[src/rtl/ifetch_unit_pkg.sv]
// Shared types for the instruction fetch front end: bus structs, queue entry and FSM state.
package ifetch_unit_pkg;

  typedef struct packed {
    logic        valid;
    logic [63:0] addr;
  } ibus_req_t;

  typedef struct packed {
    logic        addr_ok;
    logic        data_ok;
    logic [31:0] data;
  } ibus_resp_t;

  typedef struct packed {
    logic [63:0] pc;
    logic [31:0] instr;
  } fetch_q_entry_t;

  typedef enum logic [1:0] {
    FS_IDLE,
    FS_REQ,
    FS_DISCARD
  } fetch_state_t;

  localparam logic [63:0] INSTR_BYTES = 64'd4;

endpackage

[src/rtl/fetch_queue.sv]
// Small FIFO of fetched {pc, instr} pairs; head is read straight from the entry registers.
module fetch_queue
  import ifetch_unit_pkg::*;
#(
  parameter int QDEPTH = 2,
  localparam int PTR_W = $clog2(QDEPTH),
  localparam int CNT_W = PTR_W + 1
) (
  input  logic             clk,
  input  logic             reset,
  input  logic             flush_i,
  input  logic             push_i,
  input  logic             pop_i,
  input  fetch_q_entry_t   entry_i,
  output fetch_q_entry_t   entry_o,
  output logic [CNT_W-1:0] count_o,
  output logic             full_o,
  output logic             empty_o
);

  fetch_q_entry_t   mem_q [QDEPTH];
  logic [PTR_W-1:0] wr_ptr_q, rd_ptr_q;
  logic [CNT_W-1:0] count_q;
  logic             do_push, do_pop;

  assign full_o  = (count_q == CNT_W'(QDEPTH));
  assign empty_o = (count_q == '0);
  assign count_o = count_q;
  assign entry_o = mem_q[rd_ptr_q];

  // A push into a full queue is only legal when the head leaves in the same cycle.
  assign do_push = push_i & (~full_o | pop_i);
  assign do_pop  = pop_i & ~empty_o;

  always_ff @(posedge clk) begin
    if (reset || flush_i) begin
      wr_ptr_q <= '0;
      rd_ptr_q <= '0;
      count_q  <= '0;
    end else begin
      if (do_push) wr_ptr_q <= wr_ptr_q + PTR_W'(1);
      if (do_pop)  rd_ptr_q <= rd_ptr_q + PTR_W'(1);
      count_q <= count_q + CNT_W'(do_push) - CNT_W'(do_pop);
    end
  end

  generate
    for (genvar gi = 0; gi < QDEPTH; gi++) begin : g_entry
      always_ff @(posedge clk) begin
        if (reset) begin
          mem_q[gi] <= '0;
        end else if (do_push && !flush_i && wr_ptr_q == PTR_W'(gi)) begin
          mem_q[gi] <= entry_i;
        end
      end
    end
  endgenerate

endmodule

[src/rtl/ifetch_unit.sv]
// Fetch front end: owns fetch PC and ibus handshake, queues returned words for decode,
// and drops responses belonging to a path abandoned by a redirect.
module ifetch_unit
  import ifetch_unit_pkg::*;
#(
  parameter logic [63:0] RESET_PC = 64'h8000_0000,
  parameter int          QDEPTH   = 2
) (
  input  logic        clk,
  input  logic        reset,
  output ibus_req_t   ireq,
  input  ibus_resp_t  iresp,
  input  logic        redirect_valid,
  input  logic [63:0] redirect_pc,
  output logic        out_valid,
  input  logic        out_ready,
  output logic [63:0] out_pc,
  output logic [31:0] out_instr
);

  localparam int CNT_W = $clog2(QDEPTH) + 1;

  fetch_state_t     state_q, state_d;
  logic [63:0]      fetch_pc_q, fetch_pc_d;
  logic [63:0]      hold_addr_q, hold_addr_d;
  logic             q_push, q_pop, q_flush, q_full, q_empty;
  logic [CNT_W-1:0] q_count, count_after;
  fetch_q_entry_t   q_head, q_entry;
  logic             unused_addr_ok;

  assign unused_addr_ok = iresp.addr_ok;

  fetch_queue #(.QDEPTH(QDEPTH)) u_queue (
    .clk     (clk),
    .reset   (reset),
    .flush_i (q_flush),
    .push_i  (q_push),
    .pop_i   (q_pop),
    .entry_i (q_entry),
    .entry_o (q_head),
    .count_o (q_count),
    .full_o  (q_full),
    .empty_o (q_empty)
  );

  assign out_valid = ~q_empty;
  assign out_pc    = q_head.pc;
  assign out_instr = q_head.instr;
  assign q_entry   = '{pc: fetch_pc_q, instr: iresp.data};

  always_ff @(posedge clk) begin
    if (reset) begin
      state_q     <= FS_IDLE;
      fetch_pc_q  <= RESET_PC;
      hold_addr_q <= '0;
    end else begin
      state_q     <= state_d;
      fetch_pc_q  <= fetch_pc_d;
      hold_addr_q <= hold_addr_d;
    end
  end

  always_comb begin
    state_d     = state_q;
    fetch_pc_d  = fetch_pc_q;
    hold_addr_d = hold_addr_q;
    ireq        = '0;
    q_flush     = redirect_valid;
    q_pop       = out_valid & out_ready & ~redirect_valid;
    q_push      = (state_q == FS_REQ) & iresp.data_ok & ~redirect_valid;
    count_after = q_count + CNT_W'(q_push) - CNT_W'(q_pop);

    case (state_q)
      FS_IDLE: begin
        if (!q_full) state_d = FS_REQ;
      end
      FS_REQ: begin
        ireq.valid = 1'b1;
        ireq.addr  = fetch_pc_q;
        if (iresp.data_ok) begin
          fetch_pc_d = fetch_pc_q + INSTR_BYTES;
          state_d    = (count_after < CNT_W'(QDEPTH)) ? FS_REQ : FS_IDLE;
        end
      end
      FS_DISCARD: begin
        // The abandoned request stays on the bus until it completes.
        ireq.valid = 1'b1;
        ireq.addr  = hold_addr_q;
        if (iresp.data_ok) state_d = FS_REQ;
      end
      default: state_d = FS_IDLE;
    endcase

    if (redirect_valid) begin
      fetch_pc_d = redirect_pc;
      case (state_q)
        FS_IDLE: state_d = FS_REQ;
        FS_REQ: begin
          if (iresp.data_ok) begin
            state_d = FS_REQ;
          end else begin
            state_d     = FS_DISCARD;
            hold_addr_d = fetch_pc_q;
          end
        end
        FS_DISCARD: state_d = iresp.data_ok ? FS_REQ : FS_DISCARD;
        default:    state_d = FS_IDLE;
      endcase
    end
  end

endmodule

[config.mk]
export PLATFORM = sky130hd
export DESIGN_NAME = ifetch_unit
export DESIGN_NICKNAME = d
export VERILOG_FILES = /design/src/rtl/ifetch_unit_pkg.sv /design/src/rtl/fetch_queue.sv /design/src/rtl/ifetch_unit.sv
export SDC_FILE = /design/constraint.sdc
export NUM_CORES = 1
export LEC_CHECK = 0
export ABC_AREA = 1
export CORE_MARGIN = 5
export CORE_UTILIZATION = 30
export DETAILED_ROUTE_END_ITERATION = 6
export DONT_BUFFER_PORTS = 1
export PLACE_DENSITY = 0.42
export SLEW_MARGIN = 10
export SYNTH_ARGS = -nofsm -noshare
export SYNTH_HDL_FRONTEND = slang
export SYNTH_SLANG_ARGS = --single-unit
[constraint.sdc]
create_clock -name clk -period 10.6 [get_ports clk]
set_input_delay 1.06 -clock clk [delete_from_list [all_inputs] [get_ports clk]]
set_output_delay 1.06 -clock clk [all_outputs]
set_load 0.1 [all_outputs]
Word level (Yosys, flattened, before mapping)
Memory sizes are Yosys's and may differ from the RTL's. A register that Yosys moved wholly into a read port is not among the register bits.
Index checks and enable logic that the tools add are counted.
W data, S select, Z words.

operators by class
  add/sub/neg operators = 7
  $lt $le $gt $ge = 1
  equal/unequal tests = 6
  multiplexer cells = 24
  bitwise gates (word level) = 14
  reductions and logical operators = 13

operators by type and width
  operator                 count
  $mux W64                 3
  $mux W96                 2
  $pmux W65 S2             1
  $add A64 B3 Y64 const B  1
  $mux W1                  11
  $mux W2                  5
  $ne A3 B3 Y1 const B     3
  $and A1 B1 Y1            6
  $pmux W2 S3              1
  $reduce_and A3 Y1        2
  $not A1 Y1               5
  $add A2 B1 Y2            2
  $eq A2 B2 Y1 const B     2
  $logic_not A2 Y1         2
  $pmux W2 S2              1
  $reduce_bool A2 Y1       2
  $sub A2 B1 Y2            2
  $logic_and A1 B1 Y1      3
  $or A1 B1 Y1             3
  $add A1 B1 Y1 const B    2
  $eq A2 B1 Y1 const B     1
  $lt A2 B2 Y1 const B     1
  $reduce_and A2 Y1        1
  $reduce_or A2 Y1         1
  2 further kinds          2

word-level totals
  register bits = 134
  RAM bits = 192
  input bits = 102
  output and inout bits = 162
  memories kept = 1

memory list
  name           depth  bits a word  rd ports  clocked after memory_dff  wr ports  line               source
  u_queue.mem_q  2      96           1         1                         2         fetch_queue.sv:21  fetch_q_entry_t mem_q [QDEPTH];

Longest topological paths before layout
Gate-level depths: netlist (run 1).

  word-level depth = 12
  depth in mapped cells = 12

Modules after synthesis
From an unflattened synthesis (run 1), not the netlist that was laid out.

unflattened totals
  cell total of the unflattened synthesis = 2,019
  area, all modules = 16,686.0 sq um

by module, submodules not included
  module       instances  cells each  area an instance (sq um)  sequential area each (sq um)
  fetch_queue  1          654         8,479.4                   5,865.6
  ifetch_unit  1          1,365       8,206.6                   2,602.5

Worst setup path after synthesis (run 1)
Ideal clock, no wire load.

  kind = register -> register
  start point = register u_queue.count_q[1], in the netlist u_queue.count_o[1]
  end point = memory u_queue.mem_q[0][0] (netlist bit) (enable)
  library setup time = 0.683 ns
  data arrival time = 8.202 ns
  required time = 9.917 ns
  setup slack = 1.715 ns
  cell stages (with the launch flop) = 7
  buffers on the path = 0
  cells stage by stage = dfxtp_1 -> inv_1 -> nand2_1 -> nand2_2 -> nand2_1 -> nand2_1 -> o21ai_0

RTL lines
  item                    line               source
  start, declared         fetch_queue.sv:23  logic [CNT_W-1:0] count_q;
  start signal, assigned  fetch_queue.sv:43  count_q <= count_q + CNT_W'(do_push) - CNT_W'(do_pop);
  end, declared           fetch_queue.sv:21

==> results of run 1 <==
-- layer usage --
metal	vias to the layer above	global-route usage [%]	routed length, µm
li1	6444	-	-
met1	6507	28.01	27090
met2	378	27.78	25280
met3	65	4.187	4111
met4	6	4.623	1045
met5	-	0	39
-- per-stage QoR --
| step | setup slack, ns | total power [W] | cell area, µm² |
|---|---|---|---|
| floorplan | 1.715 | 0.001877 | 16330 |
| global placement | 6.925 | 0.001980 | 17650 |
| detailed placement | 6.904 | 0.001984 | 17650 |
| CTS | 6.542 | 0.003382 | 18950 |
| global route | 6.420 | 0.003468 | 18960 |
| finish | 6.578 | 0.003335 | 18980 |
-- worst min-delay path, stage by stage (launching register included) --
cell                      delay (ns)
sky130_fd_sc_hd__dfxtp_1        0.30
sky130_fd_sc_hd__inv_1          0.05
sky130_fd_sc_hd__a21oi_1        0.05
-- sequential cells by signal, indices dropped and copies added (netlist names), named ones only --
signal            flops
u_queue.mem_q       192
u_queue.rd_ptr_q      1
hold_addr_q          64
u_queue.wr_ptr_q      1
u_queue.count_o       2
state_q               2
fetch_pc_q           64
-- how the worst min path moves through the flow --
stage	endpoint	startpoint	slack (ns)
global route	hold_addr_q[22]$_SDFFE_PP0P_	hold_addr_q[22]$_SDFFE_PP0P_	0.46
CTS	hold_addr_q[19]$_SDFFE_PP0P_	hold_addr_q[19]$_SDFFE_PP0P_	0.45
finish	hold_addr_q[19]$_SDFFE_PP0P_	hold_addr_q[19]$_SDFFE_PP0P_	0.45
global placement	hold_addr_q[13]$_SDFFE_PP0P_	hold_addr_q[13]$_SDFFE_PP0P_	0.43
detailed placement	hold_addr_q[31]$_SDFFE_PP0P_	hold_addr_q[31]$_SDFFE_PP0P_	0.44
floorplan	hold_addr_q[0]$_SDFFE_PP0P_	hold_addr_q[0]$_SDFFE_PP0P_	0.42
-- Yosys cell counts (19+ instances only) --
cell                       instances
sky130_fd_sc_hd__nand2_1         418
sky130_fd_sc_hd__nor2_1          317
sky130_fd_sc_hd__inv_1           226
sky130_fd_sc_hd__edfxtp_1        192
sky130_fd_sc_hd__a21oi_1         171
sky130_fd_sc_hd__dfxtp_1         135
sky130_fd_sc_hd__o21ai_0         113
sky130_fd_sc_hd__mux2_2           96
sky130_fd_sc_hd__clkbuf_1         66
sky130_fd_sc_hd__nand3_1          60
sky130_fd_sc_hd__a31oi_1          30
sky130_fd_sc_hd__xor2_1           19
-- layout make-up --
class	count	area, µm²	area share (%)
multi-input combinational	1299	6817	35.92
clock buffer	65	1199	6.316
tap	696	870.8	4.589
sequential	327	8472	44.64
timing repair buffer	81	608.1	3.204
inverter	234	880.8	4.641
clock inverter	11	103.9	0.5472
antenna	11	27.53	0.1450
-- power breakdown --
| part | switching [W] | internal (W) |
|---|---|---|
| combinational | 0.000408 | 0.0000788 |
| sequential | 0.0000566 | 0.00141 |
| clock | 0.000559 | 0.000823 |
| total | 0.00102 | 0.00231 |
-- logic make-up (layout without fill, tap and decap cells) --
kind of cell / Yosys count / after routing
buffers and inverters: 339 / 391
DFF: 327 / 327
xor gates and xnor gates: 20 / 20
AOI/OAI and AO/OA: 327 / 327
other: 0 / 11
adders and majority gates: 8 / 8
muxes: 96 / 96
and+or+nand+nor: 848 / 848
==> results.txt, run 1 <==
----------------------------------------------------
[Synth]
  Dominant combinational cell family by area after synthesis ... simple AND/OR/NAND/NOR gates
  Summed instance area of the synthesized netlist ... 16,330 µm²
  Synthesis warning total ... 0
  Post-synthesis adder-cell area fraction ... 0.6129%
  Count of unique library cells instantiated by Yosys ... 40
  Syn Inst Count ... 1,965
  Async S/R FF share, synth ... 0%
  Nets in the synthesized netlist ... 2,075
  Post-synthesis sequential element count ... 327
  Average footprint of a synthesized cell ... 8.311 µm²
  Multiplexer area fraction after synthesis ... 6.619%
  Cells taking the most area after synthesis ... sky130_fd_sc_hd__edfxtp_1 (35%), sky130_fd_sc_hd__dfxtp_1 (17%), sky130_fd_sc_hd__nand2_1 (9.6%), sky130_fd_sc_hd__nor2_1 (7.3%), sky130_fd_sc_hd__mux2_2 (6.6%)
  Simple logic cell fraction of the synthesized area ... 21.24%
  Portion of the post-synthesis area used by sequential elements ... 51.85%
  Xor and xnor area share after synthesis ... 1.073%
  Prevailing post-synth register cell ... sky130_fd_sc_hd__edfxtp_1
  Post-synthesis cell type with the largest combined area ... sky130_fd_sc_hd__edfxtp_1
  Count of flip-flops with a built-in enable after synthesis ... 192
  Share of the synthesized area in compound gates (AO/OA/AOI/OAI) ... 10.33%
  Top-area cell type share of the netlist area ... 35.30%

[Setup path]
  Cell with the largest stage delay on the worst path ... sky130_fd_sc_hd__buf_4
  Instance count on the critical path ... 7
  Critical path endpoint category ... output pin
  Required @ worst endpoint ... 9.54 ns
  Setup crit end ... ireq[39]
  Most used cell along the critical path ... sky130_fd_sc_hd__buf_4
  Startpoint class of the critical path ... flip-flop
  Launching element of the worst setup path ... state_q[0]$_SDFFE_PP0P_
  Worst reg-to-reg path cell count ... 8
  Setup slack on the worst flop-to-flop path ... 6.90 ns
  Crit Path Class ... flip-flop to output pin
  Crit path largest cell delay ... 0.85 ns
  Worst flop-to-flop path startpoint ... u_queue.count_o[1]$_SDFF_PP0_
  Biggest fanout along the worst timing path ... 64
  Arrival time of data at the critical path endpoint ... 2.96 ns
  Cell type group with the largest total delay on the critical path ... buffers and inverters
  Count of buffer and inverter cells on the critical path ... 5
  Terminus of the critical flop-to-flop path ... u_queue.mem_q[1][92]$_SDFFCE_PN0P_
  List of cells traversed by the critical path ... inv_1, ha_1, buf_4, clkinv_2, buf_4, a21oi_2, buf_4

[Place]
  Port Buf Inserts ... 0
  Global placer's final weighted congestion ... 0.8894
  Detailed Place HPWL ... 39,910 µm
  Post-Place Cells ... 2,637

[Floorplan]
  Initial core utilization ... 30.29%
  I/O Pins ... 264
  Overall die area ... 59,210 µm²
  Die Width ... 243.3 µm
  Number of rows in the core area ... 85
  Die extent in y ... 243.3 µm
  Standard cell core area ... 53,920 µm²

[Timing]
  Setup repair after global routing missed its margin ... false
  Maximum clock rate ... 248.6 MHz
  Final period demand of the worst path ... 4.022 ns
  Post-route fraction of the period consumed by the critical path ... 37.94%
  Smallest hold slack ... 0.4455 ns
  Setup Total Neg Slack ... 0 ns
  Number of failing setup endpoints in the final timing report ... 0
  Normalized max-slew margin ... 22.99%
  Count of final hold-check violations ... 0
  Slew Viols, Final ... 0
  Fin Clk Skew ... 0.01762 ns
  Pin slew with the least headroom to its limit ... 1.155 ns

[Clock tree]
  Clock Tree Buf Depth ... 3
  Clock Sink Count ... 327
  Cts repair resizes ... 0
  Number of CTS-inserted buffers ... 41
  Clock root buffer ... sky130_fd_sc_hd__clkbuf_16
  Clock slew at reported path FFs ... 0.06 ns
  Cts hold-fix bufs ... 0
  CTS tree ... done
  H-Tree Depth ... 2
  Setup Buffers After CTS ... 0
  Clk_lat worst skew ... 0.57 ns

[Route]
  Via density per instance ... 4.919
  Routed WL per cell ... 21.13 µm
  DRC viols ... 0
  Post-route antenna net violation count ... 0
  WL final ... 57,560 µm
  DRT Pass-1 Iters ... 5
  Initial drt markers ... 1,049
  Total vias in the final route ... 13.40k

[Layout]
  Final std cells w/o fill ... 2,724
  Commonest cells after routing, fill and taps aside ... sky130_fd_sc_hd__nand2_1 (417), sky130_fd_sc_hd__nor2_1 (316), sky130_fd_sc_hd__inv_1 (225), sky130_fd_sc_hd__edfxtp_1 (192), sky130_fd_sc_hd__dfxtp_1 (134)
  Most frequent standard cell in the layout excluding fill and tap cells ... sky130_fd_sc_hd__nand2_1
  Number of nets in the finished design ... 2,094
  Synthesis-to-layout area growth ... 16.20%
  Number of fill cells in the layout ... 5,571
  Utilization after layout ... 35.20%
  Share of post-route cells with drive strength above 1 ... 17.01%

[Worst hold path]
  Hold-critical path depth ... 2
  Worst Hold Class ... flip-flop to flip-flop

[GRT]
  Total overflow reported by the global router ... 0
  Antenna violations before repair ... 12
  Total track usage ... 18.82%
  First-pass GRT wire length ... 85,040 µm
  Number of global-route vias before repair ... 12.94k
  Maximum number of pins on one net before global-route repair ... 81

[Job]
  Max-capacitance violation count ... 0

[Run status]
  Outcome ... finished clean

[Pwr]
  Leakage Power ... 6.825 nW
  Maximum vdd ir drop ... 0.1054 mV
  Power density over the cells ... 175.7 nW/µm²

----------------------------------------------------
(Power assumes the default switching activity.)
==> inputs of run 2 (changes only) <==
Settings changed: ABC_AREA 1 to 0, PLACE_DENSITY 0.42 to 0.43.
Clock period 10.6 ns to 3.38 ns, I/O delays scaled along.
==> run 2 against run 1 <==
Hold slack worse by 0.41 ns. Register-to-register slack worse by 6.7 ns. Largest power group unchanged. Flip-flop and latch count stayed put. Combinational power grew to 3.3 times the previous value. Cell count decreased by 13%. Sequential power grew to 3.1 times the previous value. Setup slack lost 6.4 ns.
==> results.txt, run 2 <==
----------------------------------------------------
[GRT]
  First-pass GRT wire length ... 79,770 µm (-6.2%)
  Total track usage ... 18.27% (-0.55 points)
  Antenna violations before repair ... 5 (-7)
  Total overflow reported by the global router ... 0 (unchanged)
  Number of global-route vias before repair ... 11.75k (-9.2%)
  Maximum number of pins on one net before global-route repair ... 121 (+49%)

[Pwr]
  Maximum vdd ir drop ... 0.2855 mV (+170%)
  Tot Pwr ... 0.01032 W (+210%)
  Reported net switching power ... 0.003095 W (+200%)
  Cell Int Power ... 0.007222 W (+210%)
  Leakage Power ... 6.797 nW (-0.41%)
  Clock Power Share ... 40.2% (-1.2 points)
  Net Sw Frac ... 30.00% (-0.68 points)
  Power density over the cells ... 529.2 nW/µm² (+200%)
  Sequential cell fraction of total power ... 44.0% (about the same)
  Combinational share of power ... 15.8% (+1.2 points)

[Worst hold path]
  Worst Hold Class ... input pin to flip-flop
  Hold Path Origin ... reset
  Endpoint of the worst hold path ... fetch_pc_q[62]$_SDFFE_PP0P_
  Hold-critical path depth ... 3 (+1)

[Route]
  Initial drt markers ... 753 (-28%)
  DRT Pass-1 Iters ... 7 (+2)
  Routed WL per cell ... 22.99 µm (+8.8%)
  WL final ... 54,460 µm (-5.4%)
  Via density per instance ... 5.071 (+3.1%)
  DRC viols ... 0 (unchanged)
  Post-route antenna net violation count ... 0 (unchanged)
  Total vias in the final route ... 12.01k (-10%)

[Floorplan]
  Number of rows in the core area ... 84 (-1.2%)
  Initial core utilization ... 30.25% (-0.040 points)
  Die Width ... 240.0 µm (-1.4%)
  Die extent in y ... 240.0 µm (-1.4%)
  Standard cell core area ... 52,450 µm² (-2.7%)
  I/O Pins ... 264 (unchanged)
  Overall die area ... 57,580 µm² (-2.8%)

[Timing]
  Normalized max-slew margin ... 42.67% (+20 points)
  Setup Total Neg Slack ... 0 ns (unchanged)
  Setup repair after global routing missed its margin ... false
  Slew Viols, Final ... 0 (unchanged)
  Count of final hold-check violations ... 0 (unchanged)
  Number of failing setup endpoints in the final timing report ... 0 (unchanged)
  Smallest hold slack ... 0.03646 ns (-0.4090 ns)
  Post-route fraction of the period consumed by the critical path ... 95.43%
  Final period demand of the worst path ... 3.226 ns
  Fin Clk Skew ... 0.01718 ns (-0.0004356 ns)
  Pin slew with the least headroom to its limit ... 0.8568 ns (-0.2982 ns)
  Maximum clock rate ... 310.0 MHz

[Layout]
  Utilization after layout ... 37.17% (+2.0 points)
  Register name with the most flops ... u_queue.mem_q
  Number of flip-flops under the largest register name ... 192 (unchanged)
  Leading registers by flop count ... u_queue.mem_q x192, fetch_pc_q x64, hold_addr_q x64
  Commonest cells after routing, fill and taps aside ... sky130_fd_sc_hd__and2_1 (192), sky130_fd_sc_hd__edfxtp_1 (192), sky130_fd_sc_hd__nand2_1 (182), sky130_fd_sc_hd__dfxtp_1 (133), sky130_fd_sc_hd__buf_4 (107)
  Post-layout instance area ... 19,500 µm² (+2.7%)
  Share of post-route cells with drive strength above 1 ... 21.06% (+4.1 points)
  Number of nets in the finished design ... 1,757 (-16%)
  Synthesis-to-layout area growth ... 22.90%

[Synth]
  Nets in the synthesized netlist ... 1,658 (-20%)
  Synthesis warning total ... 0 (unchanged)
  Portion of the post-synthesis area used by sequential elements ... 53.38% (+1.5 points)
  Syn Inst Count ... 1,548 (-21%)
  Summed instance area of the synthesized netlist ... 15,860 µm² (-2.9%)
  Commonest cells post-synth ... sky130_fd_sc_hd__and2_1 (192), sky130_fd_sc_hd__edfxtp_1 (192), sky130_fd_sc_hd__nand2_1 (183), sky130_fd_sc_hd__dfxtp_1 (135), sky130_fd_sc_hd__clkbuf_1 (111)
  Prevailing post-synth register cell ... sky130_fd_sc_hd__edfxtp_1
  Post-synthesis sequential element count ... 327 (unchanged)
  Count of unique library cells instantiated by Yosys ... 58 (+45%)
  Top-area cell type share of the netlist area ... 36.34% (+1.0 points)
  Async S/R FF share, synth ... 0% (unchanged)
  Cells taking the most area after synthesis ... sky130_fd_sc_hd__edfxtp_1 (36%), sky130_fd_sc_hd__dfxtp_1 (17%), sky130_fd_sc_hd__and2_1 (7.6%), sky130_fd_sc_hd__mux2_2 (6.8%), sky130_fd_sc_hd__nand2_1 (4.3%)
  Post-synthesis cell type with the largest combined area ... sky130_fd_sc_hd__edfxtp_1
  Average footprint of a synthesized cell ... 10.25 µm² (+23%)
  Count of flip-flops with a built-in enable after synthesis ... 192 (unchanged)

[Place]
  Detailed Place HPWL ... 35,330 µm (-11%)
  Global placer's final weighted congestion ... 0.7979 (-10%)
  Area after DPL ... 17,270 µm² (-2.2%)
  Port Buf Inserts ... 0 (unchanged)

[Clock tree]
  Clock root buffer ... sky130_fd_sc_hd__clkbuf_16
  Clk_lat worst skew ... 0.56 ns (about the same)
  H-Tree Depth ... 2 (unchanged)
  Clock Sink Count ... 327 (unchanged)
  Number of CTS-inserted buffers ... 40 (-2.4%)
  CTS tree ... done
  Clock Tree Buf Depth ... 3 (unchanged)
  Clock slew at reported path FFs ... 0.06 ns (about the same)

[Setup path]
  Biggest fanout along the worst timing path ... 21 (-67%)
  Terminus of the critical flop-to-flop path ... fetch_pc_q[59]$_SDFFE_PP0P_
  Required @ worst endpoint ... 3.88 ns (-5.66 ns)
  Setup slack on the worst flop-to-flop path ... 0.15 ns (-6.75 ns)
  Worst reg-to-reg path cell count ... 6 (-2)
  Critical path endpoint category ... flip-flop
  Crit path largest cell delay ... 0.69 ns (-0.16 ns)
  Startpoint class of the critical path ... flip-flop
  Most used cell along the critical path ... sky130_fd_sc_hd__or4_4
  Worst flop-to-flop path startpoint ... fetch_pc_q[19]$_SDFFE_PP0P_
  Arrival time of data at the critical path endpoint ... 3.72 ns (+0.76 ns)
  List of cells traversed by the critical path ... nand4_2, or4_4, or4_4, o31a_1, a2111oi_2, dlygate4sd3_1
  Crit Path Class ... flip-flop to flip-flop
  Cell with the largest stage delay on the worst path ... sky130_fd_sc_hd__or4_4

[Run status]
  Outcome ... finished clean

[Job]
  Max-capacitance violation count ... 0 (unchanged)

----------------------------------------------------
==> run 2: how the worst max path moves through the flow <==
stage	slack (ns)	endpoint	depth (start not counted)	from
after floorplan	0.05	ireq[1]	4	state_q[0]$_SDFFE_PP0P_
after global routing	0.02	fetch_pc_q[59]$_SDFFE_PP0P_	6	fetch_pc_q[19]$_SDFFE_PP0P_
final	0.15	fetch_pc_q[59]$_SDFFE_PP0P_	6	fetch_pc_q[19]$_SDFFE_PP0P_
after detailed placement	0.47	fetch_pc_q[43]$_SDFFE_PP0P_	5	fetch_pc_q[17]$_SDFFE_PP0P_
after CTS	0.05	fetch_pc_q[59]$_SDFFE_PP0P_	6	fetch_pc_q[6]$_SDFFE_PP0P_
after global placement	0.49	fetch_pc_q[43]$_SDFFE_PP0P_	5	fetch_pc_q[17]$_SDFFE_PP0P_
==> run 2: cell families (layout without fill, tap and decap cells) <==
kind of cell	Yosys count	in the layout	share of synthesized area, %
AOI/OAI and AO/OA	225	225	9.354
xor gates and xnor gates	46	46	2.540
adders and majority gates	8	8	0.6310
buffers and inverters	166	294	4.109
DFF	327	327	53.38
muxes	103	103	7.264
other	0	5	0
and+or+nand+nor	673	673	22.72
==> run 2: routing by layer <==
| layer | routed length [µm] | part of all wire (%) | global-route usage, % |
|---|---|---|---|
| met4 | 1133 | 2.1 | 4.333 |
| met3 | 3513 | 6.5 | 4.095 |
| met5 | 13 | 0.024 | 0 |
| met1 | 24330 | 45 | 25.10 |
| met2 | 25470 | 47 | 29.58 |
==> run 2: metrics by stage <==
step / setup slack (ns) / cells
after floorplan: 0.05422 / 1548
after global placement: 0.4867 / 2198
after detailed placement: 0.4654 / 2198
after CTS: 0.05221 / 2363
after global routing: 0.01787 / 2368
final: 0.1544 / 2369
==> run 2: power by group through the flow <==
stage	registers (W)	logic [W]	clock network, W
floorplan	0.00453	0.00129	0
global placement	0.00462	0.00150	0
detailed placement	0.00463	0.00150	0
CTS	0.00454	0.00165	0.00427
global route	0.00456	0.00171	0.00444
finish	0.00454	0.00163	0.00415
==> run 2: final cells by class <==
| type | instances | area [µm²] |
|---|---|---|
| Antenna cell | 5 | 12.51 |
| Clock buffer | 53 | 1102 |
| Clock inverter | 18 | 135.1 |
| Fill cell | 5287 | 32950 |
| Inverter | 16 | 61.31 |
| Multi-Input combinational cell | 1055 | 6959 |
| Sequential cell | 327 | 8473 |
| Tap cell | 688 | 860.8 |
| Timing Repair Buffer | 207 | 1892 |
==> run 2: repair_timing <==
action,CTS,global route
hold endpoints to repair,191,0
setup endpoints to repair,0,1
setup buffers,0,1
hold buffers,94,0
gates resized for setup,0,2
==> run 2: critical path, delay by kind of cell, from the launching register on <==
| family | cells | cell delay [ns] |
|---|---|---|
| buffers and inverters | 1 | 0.59 |
| AO/OA/AOI/OAI | 2 | 0.58 |
| flip-flops | 1 | 0.48 |
| AND/OR/NAND/NOR | 3 | 1.51 |
